--- src/rtl/mmu_pkg.sv ---
// Shared MMU definitions: loader FSM states, register-port control bit
// positions and the page-field position helper.
package mmu_pkg;

  typedef enum logic [2:0] {
    IDLE,
    FETCH,
    SELECT,
    LOAD,
    RESTORE,
    DONE
  } mmu_loader_state_t;

  // Control bit positions in an MMU register-port write word
  localparam int unsigned SEL  = 0;
  localparam int unsigned VLD  = 1;
  localparam int unsigned WR   = 2;
  localparam int unsigned DATA = 3;
  localparam int unsigned INS  = 4;

  // Low bit of the page field in a virtual address
  function automatic int unsigned calc_u(input int unsigned va, input int unsigned nmmu);
    return va - $clog2(nmmu);
  endfunction

endpackage

--- src/rtl/mmu_loader_if.sv ---
// Loader bus bundle: memory read port plus MMU register port.
//   master (loader): drives mem_req/mem_addr and mmu_reg_write/mmu_reg_data
//   slave  (memory + MMU): drives mem_ack/mem_rdata, mmu_fault/mmu_reg_read
interface mmu_loader_if #(
  parameter int unsigned RV = 16,
  parameter int unsigned PA = RV
);
  localparam int unsigned AW = PA - RV / 16;

  logic          mem_req;
  logic [AW-1:0] mem_addr;
  logic          mem_ack;
  logic [RV-1:0] mem_rdata;
  logic          mmu_fault;
  logic [RV-1:0] mmu_reg_read;
  logic          mmu_reg_write;
  logic [RV-1:0] mmu_reg_data;

  modport master (
    output mem_req, mem_addr, mmu_reg_write, mmu_reg_data,
    input  mem_ack, mem_rdata, mmu_fault, mmu_reg_read
  );

  modport slave (
    input  mem_req, mem_addr, mmu_reg_write, mmu_reg_data,
    output mem_ack, mem_rdata, mmu_fault, mmu_reg_read
  );
endinterface

--- src/rtl/mmu_loader.sv ---
// Bulk loader for the MMU translation table. On start it fetches 4*NMMU
// entry words from memory starting at base and writes each into the MMU as
// a select write (index fields, bit0=0) followed by a load write (bit0=1).
// Optional feature macro MMU_LOADER_RESTORE_EN: save the MMU fault/index
// register at start and write it back after the last entry.
// Ports:
//   clk, reset  clock, synchronous active-high reset
//   start       begin load (sampled in IDLE only)
//   base        word address of entry 0
//   busy        load in progress; CPU must keep off the MMU register port
//   done        one-cycle completion pulse
//   bus         mmu_loader_if.master: memory read + MMU register port
module mmu_loader
  import mmu_pkg::*;
#(
  parameter int unsigned RV   = 16,
  parameter int unsigned PA   = RV,
  parameter int unsigned VA   = RV,
  parameter int unsigned NMMU = 8
) (
  input  logic                 clk,
  input  logic                 reset,
  input  logic                 start,
  input  logic [PA-RV/16-1:0]  base,
  output logic                 busy,
  output logic                 done,
  mmu_loader_if.master         bus
);

  localparam int unsigned AW = PA - RV / 16;
  localparam int unsigned PW = $clog2(NMMU);
  localparam int unsigned IW = PW + 2;
  localparam int unsigned U  = calc_u(VA, NMMU);
  localparam logic [IW-1:0] LAST = IW'(4 * NMMU - 1);

  mmu_loader_state_t state, state_n;
  logic [IW-1:0] idx, idx_n;
  logic [AW-1:0] addr_q, addr_n;
  logic [RV-1:0] entry_reg, entry_n;
  logic [RV-1:0] sel_data;
  logic          mem_req_q, reg_write_q;

`ifdef MMU_LOADER_RESTORE_EN
  logic [RV-1:0] save_reg, save_n;
`else
  logic unused_reg_read;
  assign unused_reg_read = ^bus.mmu_reg_read;
`endif

  // State and datapath registers; outputs registered from next state
  always_ff @(posedge clk) begin
    if (reset) begin
      state       <= IDLE;
      idx         <= '0;
      addr_q      <= '0;
      entry_reg   <= '0;
`ifdef MMU_LOADER_RESTORE_EN
      save_reg    <= '0;
`endif
      busy        <= 1'b0;
      done        <= 1'b0;
      mem_req_q   <= 1'b0;
      reg_write_q <= 1'b0;
    end else begin
      state       <= state_n;
      idx         <= idx_n;
      addr_q      <= addr_n;
      entry_reg   <= entry_n;
`ifdef MMU_LOADER_RESTORE_EN
      save_reg    <= save_n;
`endif
      busy        <= (state_n != IDLE);
      done        <= (state_n == DONE);
      mem_req_q   <= (state_n == FETCH);
      reg_write_q <= (state_n == SELECT) || (state_n == LOAD) || (state_n == RESTORE);
    end
  end

  // Next-state logic; a faulted MMU write is simply repeated
  always_comb begin
    state_n = state;
    idx_n   = idx;
    addr_n  = addr_q;
    entry_n = entry_reg;
`ifdef MMU_LOADER_RESTORE_EN
    save_n  = save_reg;
`endif
    case (state)
      IDLE: begin
        if (start) begin
          idx_n   = '0;
          addr_n  = base;
`ifdef MMU_LOADER_RESTORE_EN
          save_n  = bus.mmu_reg_read;
`endif
          state_n = FETCH;
        end
      end
      FETCH: begin
        if (bus.mem_ack) begin
          entry_n = bus.mem_rdata;
          state_n = SELECT;
        end
      end
      SELECT: begin
        if (!bus.mmu_fault) state_n = LOAD;
      end
      LOAD: begin
        // A fault here clobbers the MMU index, so the select must be redone
        if (bus.mmu_fault) begin
          state_n = SELECT;
        end else if (idx == LAST) begin
`ifdef MMU_LOADER_RESTORE_EN
          state_n = RESTORE;
`else
          state_n = DONE;
`endif
        end else begin
          idx_n   = idx + IW'(1);
          addr_n  = addr_q + AW'(1);
          state_n = FETCH;
        end
      end
`ifdef MMU_LOADER_RESTORE_EN
      RESTORE: begin
        if (!bus.mmu_fault) state_n = DONE;
      end
`endif
      DONE:    state_n = IDLE;
      default: state_n = IDLE;
    endcase
  end

  // Select word: page in the VA page field, ins/data in their control bits
  always_comb begin
    sel_data          = '0;
    sel_data[VA-1:U]  = idx[PW-1:0];
    sel_data[INS]     = idx[PW+1];
    sel_data[DATA]    = idx[PW];
  end

  // Register-port write data muxed from registered state
  always_comb begin
    bus.mmu_reg_data = '0;
    case (state)
      SELECT:  bus.mmu_reg_data = sel_data;
      LOAD:    bus.mmu_reg_data = entry_reg | RV'(1);
`ifdef MMU_LOADER_RESTORE_EN
      RESTORE: bus.mmu_reg_data = save_reg & ~RV'(1);
`endif
      default: bus.mmu_reg_data = '0;
    endcase
  end

  assign bus.mem_req       = mem_req_q;
  assign bus.mem_addr      = addr_q;
  assign bus.mmu_reg_write = reg_write_q;

endmodule
--- src/flat_wrapper.sv ---
// flat-port wrapper written by rule: the top's interface ports become plain ports
module mmu_loader_flat import mmu_pkg::*;
#(
  parameter int unsigned RV   = 16,
  parameter int unsigned PA   = RV,
  parameter int unsigned VA   = RV,
  parameter int unsigned NMMU = 8
)
  (clk, reset, start, base, busy, done, bus_mem_req, bus_mem_addr, bus_mmu_reg_write, bus_mmu_reg_data, bus_mem_ack, bus_mem_rdata, bus_mmu_fault, bus_mmu_reg_read);
  mmu_loader_if #(.RV(RV), .PA(PA)) bus_i ();
  input  logic clk;
  input  logic reset;
  input  logic start;
  input  logic [PA-RV/16-1:0] base;
  output logic busy;
  output logic done;
  output wire logic [$bits(bus_i.mem_req)-1:0] bus_mem_req;
  output wire logic [$bits(bus_i.mem_addr)-1:0] bus_mem_addr;
  output wire logic [$bits(bus_i.mmu_reg_write)-1:0] bus_mmu_reg_write;
  output wire logic [$bits(bus_i.mmu_reg_data)-1:0] bus_mmu_reg_data;
  input wire logic [$bits(bus_i.mem_ack)-1:0] bus_mem_ack;
  input wire logic [$bits(bus_i.mem_rdata)-1:0] bus_mem_rdata;
  input wire logic [$bits(bus_i.mmu_fault)-1:0] bus_mmu_fault;
  input wire logic [$bits(bus_i.mmu_reg_read)-1:0] bus_mmu_reg_read;
  assign bus_mem_req = bus_i.mem_req;
  assign bus_mem_addr = bus_i.mem_addr;
  assign bus_mmu_reg_write = bus_i.mmu_reg_write;
  assign bus_mmu_reg_data = bus_i.mmu_reg_data;
  assign bus_i.mem_ack = bus_mem_ack;
  assign bus_i.mem_rdata = bus_mem_rdata;
  assign bus_i.mmu_fault = bus_mmu_fault;
  assign bus_i.mmu_reg_read = bus_mmu_reg_read;
  mmu_loader #(.RV(RV), .PA(PA), .VA(VA), .NMMU(NMMU)) u_core (.clk(clk), .reset(reset), .start(start), .base(base), .busy(busy), .done(done), .bus(bus_i));
endmodule
--- config.mk ---
export PLATFORM = sky130hd
export DESIGN_NAME = mmu_loader_flat
export DESIGN_NICKNAME = d
export VERILOG_FILES = /design/src/rtl/mmu_pkg.sv /design/src/rtl/mmu_loader_if.sv /design/src/rtl/mmu_loader.sv /design/src/flat_wrapper.sv
export SDC_FILE = /design/constraint.sdc
export NUM_CORES = 1
export LEC_CHECK = 0
export CAP_MARGIN = 5
export CORE_MARGIN = 2
export CORE_UTILIZATION = 50
export CTS_CLUSTER_DIAMETER = 120
export DETAILED_ROUTE_END_ITERATION = 8
export DONT_BUFFER_PORTS = 1
export SLEW_MARGIN = 20
export SYNTH_ARGS = -nofsm -noshare
export SYNTH_HDL_FRONTEND = slang
export SYNTH_SLANG_ARGS = --single-unit
--- constraint.sdc ---
create_clock -name clk -period 2.4 [get_ports clk]
set_input_delay 0.48 -clock clk [delete_from_list [all_inputs] [get_ports clk]]
set_output_delay 0.48 -clock clk [all_outputs]
set_load 0.05 [all_outputs]
==> results of run 1 <==
[worst max-delay path, stage by stage (launching register included)]
cell and delay [ns]:
sky130_fd_sc_hd__dfxtp_1 0.35, sky130_fd_sc_hd__ha_1 0.22, sky130_fd_sc_hd__and3_1 0.18, sky130_fd_sc_hd__ha_1 0.21, sky130_fd_sc_hd__nand4bb_1 0.28, sky130_fd_sc_hd__a21o_1 0.32, sky130_fd_sc_hd__buf_4 0.21, sky130_fd_sc_hd__o21ai_0 0.17
sky130_fd_sc_hd__a21oi_1 0.08
[cell families (layout without fill, tap and decap cells)]
group / Yosys count / in the layout
mux: 6 / 6
flops: 42 / 42
buf+inv: 32 / 56
fa+ha+maj: 3 / 3
xor+xnor: 2 / 2
simple gates: 116 / 116
compound gates: 74 / 74
[cells in the mapped netlist, types with 3 or more instances]
cell,number,area [um2]
sky130_fd_sc_hd__buf_2,3,15.01
sky130_fd_sc_hd__a21oi_1,35,175.2
sky130_fd_sc_hd__o21ai_0,13,65.06
sky130_fd_sc_hd__o31a_1,7,61.31
sky130_fd_sc_hd__and3_1,5,31.28
sky130_fd_sc_hd__nor2_1,13,48.80
sky130_fd_sc_hd__o32ai_1,6,52.55
sky130_fd_sc_hd__and2_1,16,100.1
sky130_fd_sc_hd__nor3_1,4,20.02
sky130_fd_sc_hd__ha_1,3,37.54
sky130_fd_sc_hd__a21o_1,3,22.52
sky130_fd_sc_hd__nand2b_1,4,25.02
sky130_fd_sc_hd__nand3_1,8,40.04
sky130_fd_sc_hd__inv_1,11,41.29
sky130_fd_sc_hd__clkbuf_1,15,56.30
sky130_fd_sc_hd__mux2i_1,6,60.06
sky130_fd_sc_hd__nand2_1,47,176.4
sky130_fd_sc_hd__nand4_1,4,25.02
sky130_fd_sc_hd__dfxtp_1,42,840.8
[cell usage in the layout (no fill, tap or decap), types with 3 or more instances in the layout]
cell | Yosys | layout
sky130_fd_sc_hd__nand2_1 | 47 | 47
sky130_fd_sc_hd__buf_4 | 0 | 27
sky130_fd_sc_hd__ha_1 | 3 | 3
sky130_fd_sc_hd__and3_1 | 5 | 5
sky130_fd_sc_hd__nand3_1 | 8 | 8
sky130_fd_sc_hd__clkbuf_8 | 0 | 6
sky130_fd_sc_hd__nand2b_1 | 4 | 4
sky130_fd_sc_hd__nand4_1 | 4 | 4
sky130_fd_sc_hd__o31a_1 | 7 | 7
sky130_fd_sc_hd__nor3_1 | 4 | 4
sky130_fd_sc_hd__buf_12 | 0 | 10
sky130_fd_sc_hd__inv_1 | 11 | 11
sky130_fd_sc_hd__a21oi_1 | 35 | 35
sky130_fd_sc_hd__dfxtp_1 | 42 | 42
sky130_fd_sc_hd__nor2_1 | 13 | 13
sky130_fd_sc_hd__o21ai_0 | 13 | 13
sky130_fd_sc_hd__and2_1 | 16 | 16
sky130_fd_sc_hd__mux2i_1 | 6 | 6
sky130_fd_sc_hd__a21o_1 | 3 | 3
sky130_fd_sc_hd__o32ai_1 | 6 | 6
[cell type report]
type,count,area [um2]
Fill cell,386,1458
Clock buffer,6,82.58
Inverter,11,41.29
Clock inverter,2,12.51
Tap cell,50,62.56
Timing Repair Buffer,37,402.9
Sequential cell,42,840.8
Multi-Input combinational cell,201,1157
[worst min-delay path by stage]
stage | from | to | depth (start not counted)
CTS | reset | u_core.entry_reg[3]$_SDFFE_PP0P_ | 1
global placement | u_core.entry_reg[6]$_SDFFE_PP0P_ | u_core.entry_reg[6]$_SDFFE_PP0P_ | 2
finish | bus_mmu_fault | u_core.done$_SDFF_PP0_ | 1
floorplan | u_core.entry_reg[10]$_SDFFE_PP0P_ | u_core.entry_reg[10]$_SDFFE_PP0P_ | 2
global route | reset | u_core.idx[1]$_SDFFE_PP0P_ | 1
detailed placement | u_core.entry_reg[10]$_SDFFE_PP0P_ | u_core.entry_reg[10]$_SDFFE_PP0P_ | 2
[metrics by stage]
stage | worst slack (ns) | instance area (um2) | utilization | total power, mW
floorplan | 0.2119 | 2138 | - | 1.007
global placement | 0.2972 | 2505 | 0.6173 | 1.059
detailed placement | 0.2674 | 2505 | 0.6173 | 1.062
CTS | 0.2135 | 2600 | 0.6408 | 1.544
global route | 0.04331 | 2600 | 0.6408 | 1.600
finish | 0.2524 | 2600 | 0.6408 | 1.527
[layer usage]
layer	routed length [um]	global-route usage
met5	0	0
met4	59	0.06318
met3	379	0.07267
met2	2164	0.3269
met1	2337	0.2792
[power by group through the flow]
stage,sequential [mW],combinational (mW),clock [mW]
2_1_floorplan,0.867,0.140,0
3_3_place_gp,0.798,0.261,0
3_5_place_dp,0.798,0.263,0
4_1_cts,0.782,0.265,0.497
5_1_grt,0.787,0.290,0.522
6_report,0.782,0.263,0.482
==> flow_results.xml, run 1 <==
<?xml version="1.0" encoding="UTF-8"?>
<metrics>
  <group name="synth">
    <metric name="syn-instance-count" unit="">275</metric>
    <metric name="synth_top_flop_cell" unit="">sky130_fd_sc_hd__dfxtp_1</metric>
    <metric name="synth.yosys.seq_area_share" unit="">0.3934</metric>
    <metric name="synth_top_family_by_area" unit="">simple AND/OR/NAND/NOR gates</metric>
    <metric name="netlist_area" unit="mm2">0.002137</metric>
    <metric name="synth_edf_count" unit="">0</metric>
    <metric name="yosys.area_share.xor_xnor" unit="">0.008197</metric>
    <metric name="mappedNetlistNets" unit="">330</metric>
    <metric name="post_synth_mux_area_share" unit="">0.02810</metric>
    <metric name="syn_avg_cell_area" unit="um2">7.771</metric>
    <metric name="async_flop_share" unit="">0</metric>
    <metric name="post_synthesis_compound_gate_area_fraction" unit="">0.2119</metric>
    <metric name="ys_ff_latch" unit="">42</metric>
    <metric name="synth-simple-area-share" unit="">0.2758</metric>
    <metric name="synthAdderAreaFrac" unit="">0.01756</metric>
    <metric name="synth_warnings" unit="">0</metric>
    <metric name="synth.lib_cells_used.distinct" unit="">40</metric>
  </group>
  <group name="pwr">
    <metric name="power.density_cell_area" unit="mW/mm2">587.4</metric>
    <metric name="power.leakage" unit="nW">1.011</metric>
    <metric name="pwr-share-clk" unit="">0.316</metric>
    <metric name="internal_power" unit="mW">1.058</metric>
    <metric name="p_comb_frac" unit="">0.173</metric>
    <metric name="netSwitchingPower" unit="mW">0.4694</metric>
    <metric name="seq_power_share" unit="">0.512</metric>
    <metric name="fraction_of_power_spent_switching_nets" unit="">0.3074</metric>
    <metric name="ir_drop" unit="uV">336.1</metric>
  </group>
  <group name="setup_path">
    <metric name="end_point_of_the_critical_path" unit="">u_core.bus.mem_addr[7]$_SDFFE_PP0P_</metric>
    <metric name="critical_path_capture_point_type" unit="">flop</metric>
    <metric name="cp_max_fo" unit="">12</metric>
    <metric name="ff2ff_path_depth" unit="">8</metric>
    <metric name="worstPathRequired" unit="ns">2.59</metric>
    <metric name="critical_path.startpoint" unit="">u_core.idx[0]$_SDFFE_PP0P_</metric>
    <metric name="worstReg2RegEnd" unit="">u_core.bus.mem_addr[7]$_SDFFE_PP0P_</metric>
    <metric name="critical_path.reg2reg.startpoint" unit="">u_core.idx[0]$_SDFFE_PP0P_</metric>
    <metric name="worst-setup-path-type" unit="">flop to flop</metric>
    <metric name="data_arrival_at_the_endpoint_of_the_critical_path" unit="ns">2.34</metric>
    <metric name="kind_of_launch_point_of_the_worst_setup_path" unit="">flop</metric>
    <metric name="timing.reg2reg.setup_slack" unit="ns">0.25</metric>
  </group>
  <group name="floorplan">
    <metric name="pin_count" unit="">87</metric>
    <metric name="start_util" unit="">0.5267</metric>
    <metric name="die-area" unit="mm2">0.004813</metric>
    <metric name="fp.coreArea" unit="mm2">0.004058</metric>
    <metric name="placementRows" unit="">23</metric>
    <metric name="die_w" unit="um">69.38</metric>
    <metric name="die_span_in_y" unit="um">69.38</metric>
  </group>
  <group name="global_route">
    <metric name="grt_overflow_total" unit="">0</metric>
    <metric name="groute.usage.overall" unit="">0.2115</metric>
    <metric name="antenna_found_initial" unit="">0</metric>
    <metric name="first_global_vias" unit="">1799</metric>
    <metric name="grt_pass1_wl" unit="um">8411</metric>
    <metric name="pin_count_of_the_biggest_net_entering_global_routing" unit="">42</metric>
  </group>
  <group name="finish">
    <metric name="fraction_of_final_layout_cells_with_drive_strength_greater_than_1" unit="">0.1572</metric>
    <metric name="layout.nets" unit="">353</metric>
    <metric name="antenna_cells" unit="">0</metric>
    <metric name="finalNonFillerCells" unit="">349</metric>
    <metric name="areaGrowthSynthToFinish" unit="%">21.66</metric>
  </group>
  <group name="timing">
    <metric name="rsz_0062_raised_after_global_routing" unit="">no</metric>
    <metric name="max_slew.worst_pin.slew" unit="ns">0.5266</metric>
    <metric name="total_setup_violations_reported_at_the_end_of_the_flow" unit="">0</metric>
    <metric name="clock-skew-final" unit="ns">0.003405</metric>
    <metric name="max-slew-margin-rel" unit="">0.6485</metric>
    <metric name="timing_hold_violations_final" unit="">0</metric>
    <metric name="tns" unit="ns">0</metric>
    <metric name="max_clock_freq" unit="MHz">465.6</metric>
    <metric name="maxSlewViolCount" unit="">0</metric>
    <metric name="hold_slack" unit="ns">0.2455</metric>
    <metric name="period_utilisation_layout" unit="">0.8948</metric>
    <metric name="post-route-min-period" unit="ns">2.148</metric>
  </group>
  <group name="drt">
    <metric name="firstDrtPassIters" unit="">4</metric>
    <metric name="first_iter_violations" unit="">124</metric>
    <metric name="total_detailed_routing_wirelength" unit="um">4940</metric>
    <metric name="drc_violations_left" unit="">0</metric>
    <metric name="per_cell_via_count_in_the_routed_design" unit="">5.613</metric>
    <metric name="drtAntennaViolNets" unit="">0</metric>
    <metric name="num_vias" unit="">1959</metric>
    <metric name="post_drt_wl_per_cell" unit="um">14.15</metric>
  </group>
  <group name="clocking">
    <metric name="post-cts-setup-buffers" unit="">0</metric>
    <metric name="tritoncts.num_buffers" unit="">5</metric>
    <metric name="tritoncts" unit="">yes</metric>
    <metric name="cts_sinks" unit="">42</metric>
    <metric name="number_of_buffers_inserted_by_hold_repair_at_cts" unit="">0</metric>
    <metric name="clk_root_buffer_cell" unit="">sky130_fd_sc_hd__clkbuf_8</metric>
    <metric name="cts.path.max_buffers" unit="">2</metric>
    <metric name="cts.repair.resized" unit="">0</metric>
    <metric name="clk_pin_slew_worst_paths" unit="ns">0.08</metric>
    <metric name="worstSkewPairLatency" unit="ns">0.29</metric>
    <metric name="clock_tree.htree_level_count" unit="">2</metric>
  </group>
  <group name="hold_path">
    <metric name="hp-class" unit="">input pin to flop</metric>
  </group>
  <group name="placed_design">
    <metric name="placedCellCount" unit="">341</metric>
    <metric name="place.port_buffers" unit="">0</metric>
    <metric name="place.gp.congestion" unit="">0.8235</metric>
    <metric name="detailed_place_hpwl" unit="um">3329</metric>
  </group>
  <group name="flow_run">
    <metric name="max-cap-violations" unit="">0</metric>
  </group>
  <group name="outcome">
    <metric name="outcome" unit="">finished, final reports clean</metric>
  </group>
</metrics>
No activity file was read; power rests on OpenSTA's default activity.
==> run 2, diff against run 1 <==
CAP_MARGIN = default   (was 5)
CORE_ASPECT_RATIO = 0.5   (was default)
==> run 2 against run 1 <==
Clock power hardly changed. Largest cell class unchanged. Highest routed layer unchanged. Critical path type is now flop to output pin. Worst hold slack worse by 0.0033 ns. Sequential power decreased by 0.6%.
==> flow_results.xml, run 2 (synthesis gave the netlist of run 1 again) <==
<?xml version="1.0" encoding="UTF-8"?>
<metrics>
  <group name="floorplan">
    <metric name="die-area" unit="mm2">0.004845</metric>
    <metric name="pin_count" unit="">87</metric>
    <metric name="start_util" unit="">0.5338</metric>
    <metric name="fp.coreArea" unit="mm2">0.004004</metric>
    <metric name="die_span_in_y" unit="um">50.23</metric>
    <metric name="placementRows" unit="">16</metric>
    <metric name="die_w" unit="um">96.46</metric>
  </group>
  <group name="drt">
    <metric name="post_drt_wl_per_cell" unit="um">14.69</metric>
    <metric name="per_cell_via_count_in_the_routed_design" unit="">5.725</metric>
    <metric name="firstDrtPassIters" unit="">4</metric>
    <metric name="drc_violations_left" unit="">0</metric>
    <metric name="total_detailed_routing_wirelength" unit="um">5184</metric>
    <metric name="num_vias" unit="">2021</metric>
    <metric name="first_iter_violations" unit="">101</metric>
    <metric name="drtAntennaViolNets" unit="">0</metric>
  </group>
  <group name="timing">
    <metric name="clock-skew-final" unit="ns">0.005782</metric>
    <metric name="hold_slack" unit="ns">0.2422</metric>
    <metric name="max-slew-margin-rel" unit="">0.6461</metric>
    <metric name="rsz_0062_raised_after_global_routing" unit="">no</metric>
    <metric name="total_setup_violations_reported_at_the_end_of_the_flow" unit="">0</metric>
    <metric name="tns" unit="ns">0</metric>
    <metric name="period_utilisation_layout" unit="">0.8931</metric>
    <metric name="post-route-min-period" unit="ns">2.143</metric>
    <metric name="max_slew.worst_pin.slew" unit="ns">0.5302</metric>
    <metric name="timing_hold_violations_final" unit="">0</metric>
    <metric name="max_clock_freq" unit="MHz">466.6</metric>
    <metric name="maxSlewViolCount" unit="">0</metric>
  </group>
  <group name="pwr">
    <metric name="power.density_cell_area" unit="mW/mm2">586.0</metric>
    <metric name="internal_power" unit="mW">1.041</metric>
    <metric name="p_comb_frac" unit="">0.180</metric>
    <metric name="fraction_of_power_spent_switching_nets" unit="">0.3209</metric>
    <metric name="pwr-share-clk" unit="">0.313</metric>
    <metric name="seq_power_share" unit="">0.507</metric>
    <metric name="ir_drop" unit="uV">269.4</metric>
    <metric name="netSwitchingPower" unit="mW">0.4919</metric>
    <metric name="power.leakage" unit="nW">1.013</metric>
  </group>
  <group name="setup_path">
    <metric name="critPathSlowestCell" unit="">sky130_fd_sc_hd__dfxtp_1</metric>
    <metric name="data_arrival_at_the_endpoint_of_the_critical_path" unit="ns">1.66</metric>
    <metric name="cp_max_fo" unit="">15</metric>
    <metric name="kind_of_launch_point_of_the_worst_setup_path" unit="">flop</metric>
    <metric name="list_of_cells_traversed_by_the_critical_path" unit="">nand3b_1, inv_1, and2_1, buf_12</metric>
    <metric name="worst_path_largest_cell_delay" unit="ns">0.48</metric>
    <metric name="worst-setup-path-type" unit="">flop to output pin</metric>
    <metric name="critical_path_capture_point_type" unit="">output pin</metric>
    <metric name="crit_family" unit="">buffers and inverters</metric>
    <metric name="worstPathRequired" unit="ns">1.92</metric>
    <metric name="critPathBufInv" unit="">2</metric>
  </group>
  <group name="global_route">
    <metric name="pin_count_of_the_biggest_net_entering_global_routing" unit="">42</metric>
    <metric name="first_global_vias" unit="">1812</metric>
    <metric name="grt_pass1_wl" unit="um">8280</metric>
    <metric name="grt_overflow_total" unit="">0</metric>
    <metric name="groute.usage.overall" unit="">0.2183</metric>
    <metric name="antenna_found_initial" unit="">0</metric>
  </group>
  <group name="clocking">
    <metric name="cts.repair.resized" unit="">0</metric>
    <metric name="cts.path.max_buffers" unit="">2</metric>
    <metric name="post-cts-setup-buffers" unit="">0</metric>
    <metric name="cts_sinks" unit="">42</metric>
    <metric name="tritoncts.num_buffers" unit="">5</metric>
    <metric name="clk_root_buffer_cell" unit="">sky130_fd_sc_hd__clkbuf_8</metric>
    <metric name="worstSkewPairLatency" unit="ns">0.30</metric>
    <metric name="number_of_buffers_inserted_by_hold_repair_at_cts" unit="">0</metric>
    <metric name="clock_tree.htree_level_count" unit="">2</metric>
    <metric name="clk_pin_slew_worst_paths" unit="ns">0.09</metric>
    <metric name="tritoncts" unit="">yes</metric>
  </group>
  <group name="finish">
    <metric name="mostFrequentLayoutCell" unit="">sky130_fd_sc_hd__nand2_1</metric>
    <metric name="fraction_of_final_layout_cells_with_drive_strength_greater_than_1" unit="">0.1572</metric>
    <metric name="antenna_cells" unit="">0</metric>
    <metric name="most_frequent_cells_in_the_layout" unit="">sky130_fd_sc_hd__nand2_1, sky130_fd_sc_hd__dfxtp_1, sky130_fd_sc_hd__a21oi_1</metric>
    <metric name="multi_input_comb_area" unit="mm2">0.001157</metric>
    <metric name="layout.nets" unit="">353</metric>
    <metric name="filler_cell_count" unit="">359</metric>
    <metric name="areaGrowthSynthToFinish" unit="%">22.42</metric>
    <metric name="layout.area.seq" unit="um2">840.8</metric>
  </group>
  <group name="placed_design">
    <metric name="detailed_place_hpwl" unit="um">3602</metric>
    <metric name="place.port_buffers" unit="">0</metric>
    <metric name="place.gp.congestion" unit="">0.7747</metric>
  </group>
  <group name="hold_path">
    <metric name="hp-class" unit="">input pin to flop</metric>
  </group>
  <group name="outcome">
    <metric name="outcome" unit="">finished, final reports clean</metric>
  </group>
  <group name="flow_run">
    <metric name="max-cap-violations" unit="">0</metric>
  </group>
</metrics>
[run 2: changes by cell type in the layout (fill, tap and decap cells not counted), sizes merged]
cell,delta
inv,+1
clkbuf,-1
[run 2: layout make-up]
| class | instances | area share |
|---|---|---|
| multi-input cells | 201 | 0.4424 |
| flip-flops and latches | 42 | 0.3214 |
| repair buffers | 37 | 0.1588 |
| clock buffers | 5 | 0.02630 |
| well taps | 54 | 0.02582 |
| inverters | 11 | 0.01578 |
| clock inverters | 3 | 0.009565 |
[run 2: worst paths after layout]
check | from | endpoint | slack [ns] | depth (start not counted)
max | u_core.state[1]$_SDFF_PP0_ | bus_mmu_reg_data[10] | 0.26 | 4
max reg2reg | u_core.idx[0]$_SDFFE_PP0P_ | u_core.bus.mem_addr[5]$_SDFFE_PP0P_ | 0.26 | 8
min reg2reg | u_core.entry_reg[1]$_SDFFE_PP0P_ | u_core.entry_reg[1]$_SDFFE_PP0P_ | 0.45 | 2
min | bus_mmu_fault | u_core.done$_SDFF_PP0_ | 0.24 | 1
[run 2: per-stage QoR]
stage          setup WS, ns  cell area [um2]  total power [mW]  utilization  std cells
2_1_floorplan        0.2119             2138             1.007            -        275
3_3_place_gp         0.2960             2522             1.061       0.6300        345
3_5_place_dp         0.2748             2522             1.069       0.6300        345
4_1_cts              0.2524             2616             1.546       0.6534        353
5_1_grt             0.07429             2616             1.604       0.6534        353
6_report             0.2566             2616             1.533       0.6534        353
[run 2: layer usage]
metal,vias up,wire length [um],GRT usage
met5,-,0,0
met4,0,27,0.04930
met3,4,424,0.07057
met2,59,2277,0.3611
met1,949,2454,0.2794
li1,1009,-,-
[run 2: power by group through the flow]
stage               sequential (mW)  combinational [mW]  clock, mW
floorplan                     0.867               0.140          0
global placement              0.793               0.268          0
detailed placement            0.794               0.275          0
CTS                           0.778               0.276      0.492
global route                  0.782               0.302      0.519
finish                        0.777               0.276      0.480
==> run 3, diff against run 2 <==
CTS_CLUSTER_DIAMETER = 60   (was 120)
SKIP_LAST_GASP = 1   (was default)
==> results of run 3 <==
No change in the layout: final DEF, timing and power equal those of run 2.
==> RTL change 1: new RTL, config.mk and constraints of run 2 <==
`RV` is set to 16 in 3 places; all go to 8.
--- a/src/rtl/mmu_loader_if.sv
+++ b/src/rtl/mmu_loader_if.sv
@@ -2,7 +2,7 @@
 //   master (loader): drives mem_req/mem_addr and mmu_reg_write/mmu_reg_data
 //   slave  (memory + MMU): drives mem_ack/mem_rdata, mmu_fault/mmu_reg_read
 interface mmu_loader_if #(
-  parameter int unsigned RV = 16,
+  parameter int unsigned RV = 8,
   parameter int unsigned PA = RV
 );
   localparam int unsigned AW = PA - RV / 16;
--- a/src/rtl/mmu_loader.sv
+++ b/src/rtl/mmu_loader.sv
@@ -13,7 +13,7 @@
 module mmu_loader
   import mmu_pkg::*;
 #(
-  parameter int unsigned RV   = 16,
+  parameter int unsigned RV   = 8,
   parameter int unsigned PA   = RV,
   parameter int unsigned VA   = RV,
   parameter int unsigned NMMU = 8
--- a/src/flat_wrapper.sv
+++ b/src/flat_wrapper.sv
@@ -1,7 +1,7 @@
 // flat-port wrapper written by rule: the top's interface ports become plain ports
 module mmu_loader_flat import mmu_pkg::*;
 #(
-  parameter int unsigned RV   = 16,
+  parameter int unsigned RV   = 8,
   parameter int unsigned PA   = RV,
   parameter int unsigned VA   = RV,
   parameter int unsigned NMMU = 8
Interface: changed (5 resized); port bits go from 87 to 49. The function was not compared with the original's and may differ.
==> RTL change 1 against run 2 <==
- power down 39%
- final area down 41%
- routed wire length down 46%
- synthesized area down 37%
- setup slack worse by 49 ps
- sequential share of layout area up 2.9 points
- critical path depth up 3
- sequential cell count down 15
==> RTL change 1: results (changes against run 2) <==
Synthesis
  • Top post-synthesis cells by count: dfxtp_1, nor2_1, a21oi_1, nand2_1, mux2i_1
  • Yosys cell types: 39 (-2.5%)
  • Synthesized net count: 192 (-42%)
  • Most area-consuming cells after synthesis: dfxtp_1, mux2i_1, nor2_1
  • Syn_area_per_cell: 8.44 µm² (+8.6%)
  • Sequential cell area fraction in the yosys report: 40.0% (+0.69 points)

Global route
  • Vias in the first global route: 975 (-46%)
  • Met3 Usage GRT: 7.71% (+0.65 points)
  • First-pass GRT wire length: 4630 µm (-44%)
  • Met2 Usage GRT: 32.8% (-3.3 points)
  • Total track usage: 19.8% (-2.0 points)

Setup path
  • Top delay family on crit path: simple AND/OR/NAND/NOR gates
  • Critical path arrival: 2400 ps (+740 ps)
  • Critical Path Slowest Stage Cell: or3_1
  • Crit-path max cell delay: 400 ps (-80 ps)
  • Max FO, Critical Path: 13 (-2)

Timing
  • Clock Skew: 7.47 ps (+1.69 ps)
  • Worst Tran Pin Value: 564 ps (+33.6 ps)

Die
  • Die width: 77.5 µm (-20%)

Drt
  • Met3 wire len: 199 µm (-53%)
  • Drt via density: 5.42 (-5.4%)
  • DR iter-0 viols: 45 (-55%)
  • WL met2: 1150 µm (-50%)
  • Vias: 1,127 (-44%)

Finish
  • Buffers, non-clock: 16 (-57%)
  • Inverter count: 7 (-4)
  • Clk cell area share: 3.00% (-0.59 points)
  • Filler instances: 236 (-34%)
  • Signal buf overhead: 9.41% (-6.5 points)
  • Multi-input gates: 117 (-42%)
  • Register Area: 541 µm² (-36%)
  • Final nets: 204 (-42%)
  • Area occupied by multi-input gates: 738 µm² (-36%)

Run status
  • Status: finished clean

Power and ir drop
  • VDD IR-drop max: 0.000296 V (+10%)
  • Int Power: 0.645 mW (-38%)
  • Lkg Pwr: 0.598 nW (-41%)

Place
  • PortBufs: 0 (unchanged)
  • Dpl hpwl: 1970 µm (-45%)
  • Place WS: 271 ps (-3.45 ps)

Clock network
  • Clk sink count: 27 (-36%)
  • Worst skew pair latency: 270 ps (-30 ps)
## RTL change 1: worst paths after layout
check	startpoint	end	slack, ps	depth (start not counted)
worst min-delay path	reset	u_core.idx[1]	260	1
worst min register to register	u_core.idx[4]	u_core.idx[4]	490	2
worst max-delay path	u_core.idx[0]	u_core.idx[3]	210	7
worst max register to register	u_core.idx[0]	u_core.idx[3]	210	7
## RTL change 1: power groups by stage
stage	logic (mW)	registers, mW	clock network (mW)
detailed placement	0.151	0.535	0
global placement	0.148	0.534	0
CTS	0.151	0.525	0.270
finish	0.150	0.524	0.258
global route	0.166	0.529	0.287
floorplan	0.0970	0.558	0
## RTL change 1: logic make-up after synthesis
group | Yosys count | share of synthesized area (%)
and+or+nand+nor | 65 | 25.9
AOI/OAI and AO/OA | 37 | 17.1
DFF | 27 | 40.0
buffers and inverters | 16 | 5.28
muxes | 12 | 8.90
adders and majority gates | 3 | 2.78
==> RTL change 2: new RTL, config.mk and constraints of run 2 <==
Made on the original files. `addr_q` no longer has a reset.
--- a/src/rtl/mmu_loader.sv
+++ b/src/rtl/mmu_loader.sv
@@ -52,7 +52,6 @@
     if (reset) begin
       state       <= IDLE;
       idx         <= '0;
-      addr_q      <= '0;
       entry_reg   <= '0;
 `ifdef MMU_LOADER_RESTORE_EN
       save_reg    <= '0;
@@ -64,7 +63,6 @@
     end else begin
       state       <= state_n;
       idx         <= idx_n;
-      addr_q      <= addr_n;
       entry_reg   <= entry_n;
 `ifdef MMU_LOADER_RESTORE_EN
       save_reg    <= save_n;
@@ -74,6 +72,10 @@
       mem_req_q   <= (state_n == FETCH);
       reg_write_q <= (state_n == SELECT) || (state_n == LOAD) || (state_n == RESTORE);
     end
+  end
+
+  always_ff @(posedge clk) begin
+    addr_q <= addr_n;
   end
 
   // Next-state logic; a faulted MMU write is simply repeated
Check against the original RTL: not equivalent (a bounded check fails within 4 cycles, from zero or initial values and one cycle with reset high).
==> RTL change 2 against run 2 <==
- critical path depth did not move
- sequential cell count unchanged
- final area fell by 3.5%
- setup slack lost 15 ps
- die area shrank 3.0%
- via count decreased by 18%
- clock skew grew 1.3 ps
- clock power shrank 10%
- synthesized area decreased by 3.2%
- routed wire length shrank 15%
- global-route usage shrank 1.3 points
- power fell by 0.63%
- register-to-register slack better by 50 ps
==> RTL change 2: results (changes against run 2) <==
Run status
  • Status: finished clean

Drt
  • DR iter-0 viols: 44 (-56%)
  • Drt via density: 5.24 (-8.5%)

Synthesis
  • Synthesized net count: 290 (-12%)
  • Top post-synthesis cells by count: nand2_1, dfxtp_1, a21oi_1, edfxtp_1, o21ai_0
  • Yosys cell types: 37 (-7.5%)
  • EDFF count, synth: 15 (+15)
  • Syn_area_per_cell: 8.81 µm² (+13%)

Global route
  • Total track usage: 20.5% (-1.3 points)

Finish
  • Signal buf overhead: 13.9% (-2.0 points)
  • Clock buf count: 6 (+1)
  • Fraction of area in multi-input gates: 39.8% (-4.4 points)
  • Final nets: 317 (-10%)
  • Filler instances: 369 (+2.8%)
  • Seq_cells: 42 (unchanged)
  • Buffers, non-clock: 30 (-19%)
  • Layout cells sized above 1: 14.8% (-0.89 points)

Setup path
  • Crit-path max cell delay: 430 ps (-50 ps)
  • Critical Path Source: u_core.state[2]
  • End of the worst register-to-register path: u_core.idx[4]
  • Critical path arrival: 1680 ps (+20 ps)
  • R2R Setup Slk: 310 ps (+50 ps)

Timing
  • Worst Tran Pin Value: 615 ps (+84.8 ps)
  • Clock Skew: 7.07 ps (+1.29 ps)
  • Fin crit share: 89.9% (+0.61 points)

Place
  • Place WS: 343 ps (+67.8 ps)
  • DP Area: 2440 µm² (-3.1%)

Hold path
  • Hold Path Sink: u_core.idx[4]

Power and ir drop
  • VDD IR-drop max: 0.000361 V (+34%)
  • Lkg Pwr: 0.955 nW (-5.8%)
[RTL change 2: worst max path at each step]
| stage | end | cells past startpoint |
|---|---|---|
| global placement | u_core.bus.mem_addr[13] | 7 |
| CTS | bus_mmu_reg_data[1] | 4 |
| floorplan | bus_mmu_reg_data[10] | 5 |
| detailed placement | u_core.idx[1] | 9 |
| finish | bus_mmu_reg_data[1] | 4 |
| global route | bus_mmu_reg_data[1] | 4 |
[RTL change 2: metrics by stage]
stage	power, mW	hold WS, ps	instances	utilization [%]
2_1_floorplan	1.05	432	235	-
3_3_place_gp	1.10	431	309	62.0
6_report	1.52	250	317	64.0
5_1_grt	1.60	230	317	64.0
4_1_cts	1.54	236	317	64.0
3_5_place_dp	1.11	437	309	62.0
[RTL change 2: worst register-to-register path: stages, from the launching register on]
cell	delay [ps]
dfxtp_1	360
ha_1	220
and3_1	180
ha_1	210
nand4bb_1	250
a21o_1	250
inv_1	60
buf_4	240
nand3_1	110
a21oi_1	150
[RTL change 2: where the power goes]
part | leakage [nW] | switching [mW] | total, mW | internal, mW
clock network | 0.0426 | 0.232 | 0.432 | 0.200
logic | 0.550 | 0.155 | 0.233 | 0.0779
registers | 0.363 | 0.0719 | 0.859 | 0.787
total | 0.955 | 0.458 | 1.52 | 1.06
[RTL change 2: cell families (layout without fill, tap and decap cells)]
group / count (synthesis) / count (layout) / share of synthesized area, %
mux: 5 / 5 / 2.42
simple gates: 112 / 112 / 27.4
buf+inv: 18 / 46 / 3.57
fa+ha+maj: 3 / 3 / 1.81
xor+xnor: 14 / 14 / 5.93
flops: 42 / 42 / 47.9
compound gates: 41 / 41 / 10.9
[RTL change 2: per-layer routing]
metal,wire length [µm],vias up,GRT usage [%]
li1,-,853,-
met1,1930,746,23.2
met2,1930,57,33.5
met3,499,4,11.2
met4,33,0,6.52
met5,0,-,0
